$ cat src/rtl/pwm_ramp.sv
// Amplitude ramp controller feeding a pwm instance: latches a target, period and
// step rate on req/ack, then walks ampl one LSB per (rate+1) PWM periods.
module pwm_ramp #(
    parameter int XLEN = 3,
    parameter int RW   = 4
) (
    input  logic            clk,
    input  logic            rst,
    input  logic            req,
    input  logic [XLEN-1:0] target,
    input  logic [XLEN:0]   period,
    input  logic [RW-1:0]   rate,
    input  logic            stop,
    output logic            ack,
    output logic            busy,
    output logic            done,
    output logic            sync,
    output logic [XLEN-1:0] ampl,
    output logic [XLEN:0]   duty
);

    typedef enum logic {
        IDLE = 1'b0,
        RUN  = 1'b1
    } state_t;

    state_t          state_q;
    logic [XLEN-1:0] ampl_q;
    logic [XLEN-1:0] tgt_q;
    logic [XLEN:0]   duty_q;
    logic [XLEN:0]   pcnt_q;
    logic [RW-1:0]   hold_q;
    logic [RW-1:0]   rt_q;
    logic            ack_q;
    logic            done_q;
    logic            sync_q;

    logic [XLEN:0]   last_cnt;
    logic            boundary;
    logic            step;
    logic [XLEN:0]   pcnt_d;
    logic [XLEN-1:0] ampl_d;

    // Periods of 0 and 1 both collapse to a boundary on every cycle.
    always_comb begin
        last_cnt = (duty_q[XLEN:1] == '0) ? '0 : duty_q - 1'b1;
        boundary = (pcnt_q == last_cnt);
        step     = boundary && (hold_q == rt_q);
        pcnt_d   = boundary ? '0 : pcnt_q + 1'b1;
        ampl_d   = (ampl_q < tgt_q) ? ampl_q + 1'b1 : ampl_q - 1'b1;
    end

    always_ff @(posedge clk or negedge rst) begin
        if (!rst) begin
            state_q <= IDLE;
            ampl_q  <= '0;
            tgt_q   <= '0;
            duty_q  <= '0;
            pcnt_q  <= '0;
            hold_q  <= '0;
            rt_q    <= '0;
            ack_q   <= 1'b0;
            done_q  <= 1'b0;
            sync_q  <= 1'b0;
        end else begin
            ack_q  <= 1'b0;
            done_q <= 1'b0;
            sync_q <= 1'b0;
            case (state_q)
                IDLE: begin
                    if (req) begin
                        tgt_q  <= target;
                        rt_q   <= rate;
                        duty_q <= period;
                        pcnt_q <= '0;
                        hold_q <= '0;
                        ack_q  <= 1'b1;
                        if (target == ampl_q) begin
                            done_q <= 1'b1;
                        end else begin
                            state_q <= RUN;
                        end
                    end
                end
                RUN: begin
                    // An abort wins over any step landing on the same edge.
                    if (stop) begin
                        state_q <= IDLE;
                    end else begin
                        pcnt_q <= pcnt_d;
                        sync_q <= boundary;
                        if (step) begin
                            hold_q <= '0;
                            ampl_q <= ampl_d;
                            if (ampl_d == tgt_q) begin
                                state_q <= IDLE;
                                done_q  <= 1'b1;
                            end
                        end else if (boundary) begin
                            hold_q <= hold_q + 1'b1;
                        end
                    end
                end
                default: state_q <= IDLE;
            endcase
        end
    end

    assign ack  = ack_q;
    assign busy = (state_q == RUN);
    assign done = done_q;
    assign sync = sync_q;
    assign ampl = ampl_q;
    assign duty = duty_q;

endmodule

$ cat config.mk
export PLATFORM = sky130hd
export DESIGN_NAME = pwm_ramp
export DESIGN_NICKNAME = d
export VERILOG_FILES = /design/src/rtl/pwm_ramp.sv
export SDC_FILE = /design/constraint.sdc
export NUM_CORES = 1
export LEC_CHECK = 0
export CAP_MARGIN = 20
export CELL_PAD_IN_SITES_DETAIL_PLACEMENT = 1
export CELL_PAD_IN_SITES_GLOBAL_PLACEMENT = 1
export CORE_ASPECT_RATIO = 1.2
export CORE_MARGIN = 4
export CORE_UTILIZATION = 40
export CTS_CLUSTER_SIZE = 40
export DETAILED_ROUTE_END_ITERATION = 12
export PLACE_DENSITY_LB_ADDON = 0.1
export RECOVER_POWER = 50
export SLEW_MARGIN = 20
export SYNTH_ARGS = -nofsm -noshare
export SYNTH_HDL_FRONTEND = slang
export SYNTH_SLANG_ARGS = --single-unit
export TNS_END_PERCENT = 30
$ cat constraint.sdc
create_clock -name clk -period 3.3 [get_ports clk]
set_clock_uncertainty 0.2 [all_clocks]
set_input_delay 0.66 -clock clk [delete_from_list [all_inputs] [get_ports clk]]
set_output_delay 0.66 -clock clk [all_outputs]
set_load 0.02 [all_outputs]
==> flow_metrics.py <==
metrics = {
    "yosys": {
        "yosysWarnings": 0,
        "synth_fp_nets": 167,
        "synth_area_um2": 1490,
        "synth_area_per_cell_um2": 10.3,
        "yosysUniqueCellTypes": 36,
        "yosysSeqAreaShare_pct": 43.6,
        "synth-seq-cells": 26,
        "ys_top_cells_by_area": "dfrtp_1, xnor2_1, mux2_2",
        "netlist_instances": 145,
        "yosysTopAreaCell": "dfrtp_1",
        "yosysTopAreaCellShare_pct": 43.6,
    },
    "critical_path": {
        "end_kind": "flip-flop",
        "path_class": "input port to flip-flop",
        "cp_max_fo": 15,
        "required_ns": 3.26,
        "worstPathArrival_ns": 2.60,
        "start_kind": "input port",
    },
    "cells_and_area": {
        "fin_area_um2": 1840,
        "diodes": 0,
        "instances_no_fill": 212,
        "drive_gt1_share_pct": 11.6,
        "num-fill-cells": 420,
        "synthToLayoutAreaGrowth_pct": 23.5,
        "multi_input_area_um2": 790,
        "final_nets": 196,
        "seq_area_um2": 651,
    },
    "detailed_routing": {
        "wl_per_cell_um": 16.0,
        "drt-total-wl_mm": 3.39,
        "viasPerCell": 5.36,
        "drc": 0,
        "drt_pass1_iterations": 4,
        "drtIter0Drc": 39,
        "ant_nets": 0,
        "vias": 1136,
    },
    "floorplan": {
        "core_area_um2": 3600,
        "rows": 24,
        "die-area_um2": 4780,
        "die_w_um": 63.8,
        "start_util_pct": 41.4,
        "die_y_um": 74.9,
        "ioPinCount": 26,
    },
    "flow_run": {
        "cap_violations": 0,
    },
    "sta": {
        "setup_ws_ns": 0.665,
        "finalSetupViolations": 0,
        "max_freq_mhz": 380,
        "timing.final.crit_share_pct": 79.8,
        "setup_tns_ns": 0,
        "min_period_ns": 2.63,
        "rsz0062_at_grt": "no",
        "final_max_slew_viol_count": 0,
        "max_slew_margin_pct": 2.98,
        "hold_viol_final": 0,
        "tightest_slew_ns": 1.46,
    },
    "grt": {
        "grt.overflow.total": 0,
        "first_global_vias": 1261,
        "track_usage_pct": 16.1,
        "antenna_found_initial": 0,
        "grt_max_degree": 27,
        "grt_pass1_wl_mm": 5.84,
    },
    "cts": {
        "cts_buffers": 3,
        "cts_tree": "built",
        "cts_setup_buffers": 0,
        "clk_path_buf_depth": 2,
        "root_buffer": "clkbuf_8",
        "cts.repair.resized": 0,
        "path_clk_slew_ns": 0.09,
        "cts_max_level": 1,
        "ctsHoldBuffers": 0,
        "clock_sinks": 26,
        "insertion_delay_ns": 0.27,
    },
    "placed_design": {
        "dpl.hpwl_mm": 2.67,
        "place.gp.congestion": 0.811,
        "dp.cells": 208,
        "port_buffers": 25,
        "place_area_um2": 1800,
        "pre_cts_ws_ns": 0.728,
    },
    "status": {
        "outcome": "finished clean",
    },
    "pwr": {
        "p_leak_nw": 0.763,
        "vdd_ir_drop_max_v": 0.000459,
        "power_density_nw_per_um2": 949,
    },
    "min_path": {
        "holdCritPathClass": "flip-flop to flip-flop",
    },
}
==> synthesized netlist by cell type <==
| library cell | number |
|---|---|
| dfrtp_1 | 26 |
| nand2_1 | 17 |
| inv_1 | 11 |
| xnor2_1 | 10 |
| o21ai_0 | 8 |
| mux2_2 | 7 |
| ha_1 | 6 |
| nand3_1 | 6 |
| nor2_1 | 5 |
| a31oi_1 | 4 |
| nor2b_1 | 4 |
| xor2_1 | 4 |
| mux2i_1 | 3 |
| nand2b_1 | 3 |
| nor3_1 | 3 |
| nor4_2 | 3 |
| a21oi_1 | 2 |
| clkbuf_1 | 2 |
| nand4_1 | 2 |
| o211ai_1 | 2 |
| o22ai_1 | 2 |
| a21o_1 | 1 |
| a21oi_4 | 1 |
| a22o_1 | 1 |
| a22oi_2 | 1 |
| and2b_1 | 1 |
| buf_1 | 1 |
| fa_1 | 1 |
| nor2_2 | 1 |
| nor3b_1 | 1 |
| nor4b_1 | 1 |
| o211a_4 | 1 |
| o211ai_2 | 1 |
| o21ai_1 | 1 |
| or2_2 | 1 |
| xnor3_1 | 1 |
==> layout by cell type (no fill, tap or decap), drive strengths merged, types with 4 or more instances in the layout <==
cell           count
clkdlybuf4s50     23
xor2               4
nor2b              4
dfrtp             26
a31oi              4
nor2               6
inv               11
xnor2             10
clkbuf             6
nand3              6
mux2               7
o21ai              9
ha                 6
nand2             17
==> where the power goes <==
group | internal, W | switching, W
sequential | 0.000438 | 0.000153
combinational | 0.000475 | 0.000473
clock | 0.000107 | 0.000103
==> layer usage <==
metal / GRT usage, % / share of wire (%) / vias up
met4: 6.47 / 1.4 / 0
met3: 3.13 / 3.3 / 4
met1: 18.0 / 42 / 555
met2: 30.2 / 53 / 19
li1: - / - / 558
met5: 0 / 0 / -
==> worst max-delay path, cell delays in order <==
cell,delay [ns]
dlygate4sd3_1,0.54
nor2b_1,0.42
clkbuf_1,0.57
mux2_2,0.40
==> layout make-up <==
class	instances	share of cell area, %
multi-input cells	105	42.8
flip-flops and latches	26	35.3
repair buffers	27	14.0
clock buffers	4	2.99
well taps	39	2.65
inverters	11	2.24
==> flip-flops by register name, indices dropped and copies added, names as in the netlist <==
signal	count
pcnt_q	4
rt_q	4
ampl	3
tgt_q	3
sync	1
done	1
ack	1
busy	1
hold_q	4
duty	4
==> cell families after synthesis <==
| group | Yosys count | synth area share [%] |
|---|---|---|
| and+or+nand+nor | 48 | 17.3 |
| DFF | 26 | 43.6 |
| AOI/OAI and AO/OA | 25 | 12.2 |
| xor gates and xnor gates | 15 | 9.72 |
| buffers and inverters | 14 | 3.52 |
| muxes | 10 | 7.29 |
| adders and majority gates | 7 | 6.37 |
==> path summary, 6_finish.rpt <==
kind / start / end / slack, ns / cells past startpoint
min in group asynchronous: rst / duty[0]$_DFFE_PN0P_ / 1.05 / 2
setup / recovery: req / duty[2]$_DFFE_PN0P_ / 0.67 / 4
setup reg to reg: ampl[0]$_DFFE_PN0P_ / busy$_DFF_PN0_ / 0.79 / 9
hold / removal: tgt_q[0]$_DFFE_PN0P_ / tgt_q[0]$_DFFE_PN0P_ / 0.33 / 1
max in group asynchronous: rst / hold_q[3]$_DFFE_PN0P_ / 1.00 / 2
hold reg to reg: tgt_q[0]$_DFFE_PN0P_ / tgt_q[0]$_DFFE_PN0P_ / 0.33 / 1
==> metrics by stage <==
stage	util, %	hold WS (ns)	total power [W]
final	51.1	0.332	0.00175
after floorplan	-	0.164	0.00127
after global placement	49.8	0.308	0.00152
after detailed placement	49.8	0.316	0.00157
after CTS	51.4	0.337	0.00178
after global routing	51.1	0.358	0.00191
Power figures use the tool's default switching activity.
